==> src/rtl/jk_mod_counter.sv <==
// Mod-MODULO up/down counter whose state bits are edge-triggered JK cells.
// Decode computes the next count; each cell receives J/K derived from it.
module jk_mod_counter #(
  parameter int unsigned WIDTH  = 4,
  parameter int unsigned MODULO = 10
) (
  input  logic             clk,
  input  logic             rst_n,
  input  logic             en,
  input  logic             up_dn,
  input  logic             load,
  input  logic [WIDTH-1:0] d,
  output logic [WIDTH-1:0] q,
  output logic [WIDTH-1:0] qm,
  output logic             tc,
  output logic             wrap
);

  localparam logic [WIDTH-1:0] MAX_VAL = WIDTH'(MODULO - 1);

  logic [WIDTH-1:0] next_q;
  logic [WIDTH-1:0] j;
  logic [WIDTH-1:0] k;
  logic             at_term;

  assign at_term = up_dn ? (q == MAX_VAL) : (q == '0);
  assign tc      = en & ~load & at_term;
  assign qm      = ~q;

  always_comb begin
    next_q = q;
    if (load) begin
      next_q = (d > MAX_VAL) ? MAX_VAL : d;
    end else if (en) begin
      if (up_dn) next_q = (q == MAX_VAL) ? '0 : q + 1'b1;
      else       next_q = (q == '0) ? MAX_VAL : q - 1'b1;
    end
  end

  // J sets a bit that must rise, K clears a bit that must fall; never both.
  assign j = ~q & next_q;
  assign k = q & ~next_q;

  for (genvar i = 0; i < WIDTH; i++) begin : g_cell
    logic q_bit;

    always_ff @(posedge clk or negedge rst_n) begin
      if (!rst_n) begin
        q_bit <= 1'b0;
      end else begin
        case ({j[i], k[i]})
          2'b10:   q_bit <= 1'b1;
          2'b01:   q_bit <= 1'b0;
          2'b11:   q_bit <= ~q_bit;
          default: q_bit <= q_bit;
        endcase
      end
    end

    assign q[i] = q_bit;
  end

  always_ff @(posedge clk or negedge rst_n) begin
    if (!rst_n) wrap <= 1'b0;
    else        wrap <= tc;
  end

endmodule

==> config.mk <==
export PLATFORM = sky130hd
export DESIGN_NAME = jk_mod_counter
export DESIGN_NICKNAME = d
export VERILOG_FILES = /design/src/rtl/jk_mod_counter.sv
export SDC_FILE = /design/constraint.sdc
export NUM_CORES = 1
export LEC_CHECK = 0
export CORE_AREA = 2 2 39 41
export DETAILED_ROUTE_END_ITERATION = 7
export DIE_AREA = 0 0 41 43
export DONT_BUFFER_PORTS = 1
export GPL_TIMING_DRIVEN = 0
export PLACE_DENSITY = 0.66
export SETUP_SLACK_MARGIN = 0.4
export SKIP_LAST_GASP = 1
export SLEW_MARGIN = 40
export SYNTH_ARGS = -nofsm -noshare
export SYNTH_HDL_FRONTEND = slang
export SYNTH_SLANG_ARGS = --single-unit
==> constraint.sdc <==
create_clock -name clk -period 3.9 [get_ports clk]
set_input_delay 0.39 -clock clk [delete_from_list [all_inputs] [get_ports clk]]
set_output_delay 0.39 -clock clk [all_outputs]
set_load 0.01 [all_outputs]
==> impl_metrics.toml <==
[logic_synthesis]
synth_fa_ha_area_frac = 0.0917
postSynthAreaPerCell_um2 = 8.80
synth-simple-area-share = 0.195
yosys_warnings = 0
synth_xor_area_frac = 0.0482
synthCells = 62
syn_nets = 75
synth_mux_area_frac = 0.0734
synth_cell_types = 33
ys_seq_area_frac = 0.229
yosys_register_bits = 5
synth_area_um2 = 546
synth-compound-area-share = 0.209
synth_top_family_by_area = "compound AO/OA/AOI/OAI gates"

[critical_path]
r2r-end = "g_cell[3].q_bit"
crit_type = "reg2out"
endpoint = "tc"
end_kind = "output pin"
crit_start = "g_cell[0].q_bit"
crit_arrival_ns = 1.59
reg2reg_slack_ns = 2.06
start_kind = "flip-flop"
r2r-start = "g_cell[2].q_bit"
crit_required_ns = 3.51
rr_worst_depth = 7
critPathMaxFanout = 8

[final_layout]
area_delta_synth_final_pct = 10.3
fin_nets = 81
drive_above_1_share = 0.209
mostFrequentLayoutCells = "buf_4, dfrtp_1, inv_1, mux2i_1, ha_1"
final_cell_count_no_fill = 83
diodes = 0

[detailed_routing]
drtPass1Iterations = 4
wl_met2_um = 494
first_iter_violations = 10
met3_length_um = 100
wl_um = 1070
antenna_left = 0
via_per_inst = 5.40
wl_met1_um = 473
route.vias.total = 448
drc = 0
wl_per_cell_um = 12.9
routed.top_layer = "met3"

[floorplanning]
die_y_um = 43
rows = 14
pin_count = 19
die_area_um2 = 1760
start_util = 0.394
design.core.area_um2 = 1380
die_w_um = 41

[clocking]
clkSinkCount = 5
cts_tree = "yes"
clock_path_buffers = 2
cts_made_buffers = 3
cts.root.buffer_cell = "clkbuf_4"
clkTransAtPathRegs_ns = 0.04
insertion_delay_ns = 0.24
htreeDepth = 1

[timing]
period_share = 0.507
fin_skew_ns = 0.00156
max_freq_mhz = 505
maxSlewViolCount = 0
fin_setup_tns_ns = 0
rsz0062_at_grt = "false"
maxSlewHeadroom = 0.592
setup_violations = 0
setup_slack_ns = 1.92
period_minus_slack_ns = 1.98
worst_pin_slew_ns = 0.606
hold_viol_final = 0
whs_ns = 0.417

[power]
peakVddDrop_mv = 0.379
power_uw = 465
p_per_area_nw_per_um2 = 772
p_leak_nw = 0.287

[placement]
gp_congestion = 0.708
pre_cts_ws_ns = 2.07
port_buffers = 0
dpl.hpwl_um = 818
dpl.cell_count = 78

[global_route]
grt_usage = 0.140
antenna_found_initial = 0
grt_pass1_wl_um = 1700
grt_pass1_vias = 409
grt_max_degree = 11
grt-ovfl-total = 0

[min_path]
hp-class = "in2reg"

[job]
maxCapViolCount = 0

[outcome]
status = "finished, final reports clean"
## worst max-delay path, stage by stage, from the launching register on
cell and delay (ns):
dfrtp_1 0.38, buf_2 0.18, nor3_1 0.24, nor2_1 0.07
nor4_1 0.47
## per-stage QoR
stage,utilization,instance area [um^2]
2_1_floorplan,-,546
3_3_place_gp,0.409,566
3_5_place_dp,0.409,566
4_1_cts,0.435,602
5_1_grt,0.435,602
6_report,0.435,602
## synth_stat cells
library cell | number | share of area
nand3b_1 | 1 | 0.014
inv_1 | 4 | 0.028
nor2b_1 | 1 | 0.011
o22ai_1 | 1 | 0.011
a21oi_1 | 3 | 0.028
buf_4 | 5 | 0.069
a311oi_1 | 1 | 0.016
xnor2_1 | 2 | 0.032
o21ai_0 | 3 | 0.028
nor2_1 | 3 | 0.021
a221oi_2 | 1 | 0.028
nor4_1 | 1 | 0.011
nand2b_1 | 1 | 0.011
xor2_1 | 1 | 0.016
buf_2 | 1 | 0.0092
mux2i_1 | 4 | 0.073
buf_6 | 2 | 0.041
clkbuf_1 | 1 | 0.0069
and3_1 | 1 | 0.011
or2_2 | 1 | 0.011
nor3_1 | 2 | 0.018
dfrtp_1 | 5 | 0.23
nand2_1 | 2 | 0.014
nor2b_4 | 1 | 0.025
a22o_1 | 1 | 0.016
nand4b_1 | 2 | 0.032
or2b_1 | 1 | 0.014
ha_1 | 4 | 0.092
a31oi_1 | 2 | 0.023
a211o_1 | 1 | 0.016
a21o_1 | 1 | 0.014
a22oi_1 | 1 | 0.014
a2bb2oi_1 | 1 | 0.016
## repair_timing
| item | in CTS | in global routing |
|---|---|---|
| resized for setup | 0 | 0 |
| endpoints found under the hold margin | 5 | 0 |
| buffers inserted | 0 | 0 |
| hold buffers | 1 | 0 |
## logic make-up (layout without fill, tap and decap cells)
group           Yosys count  after routing
compound gates           16             16
flops                     5              5
xor+xnor                  3              3
buf+inv                  13             18
simple gates             17             17
fa+ha+maj                 4              4
mux                       4              4
## layout make-up
type | count | area (um^2)
Buffer | 9 | 68.8
Clock buffer | 4 | 26.3
Sequential cell | 5 | 125
Inverter | 4 | 15.0
Fill cell | 143 | 782
Tap cell | 16 | 20.0
Timing Repair Buffer | 1 | 10.0
Multi-Input combinational cell | 44 | 337
## power breakdown
part,internal [mW],switching (mW),leakage (nW)
Clock,0.0387,0.0208,0.0150
Sequential,0.0725,0.0227,0.0567
Combinational,0.153,0.157,0.215
Total,0.264,0.200,0.287
## registers in the layout (all words and copies together), names as in the netlist
signal,count
g_cell.q_bit,4
wrap,1
## worst min path at each step
stage,start,to,slack [ns],cells after the start
5_1_grt,load,wrap,0.43,2
3_3_place_gp,rst_n,g_cell[3].q_bit,0.09,0
6_report,load,wrap,0.42,2
4_1_cts,load,wrap,0.41,2
2_1_floorplan,rst_n,g_cell[0].q_bit,0.09,0
3_5_place_dp,rst_n,g_cell[3].q_bit,0.09,0
## layer usage
layer	global-route usage	vias up
li1	-	228
met1	0.196	198
met2	0.200	22
met3	0.0471	0
met4	0.0400	0
met5	0	-
(Power assumes the default switching activity.)
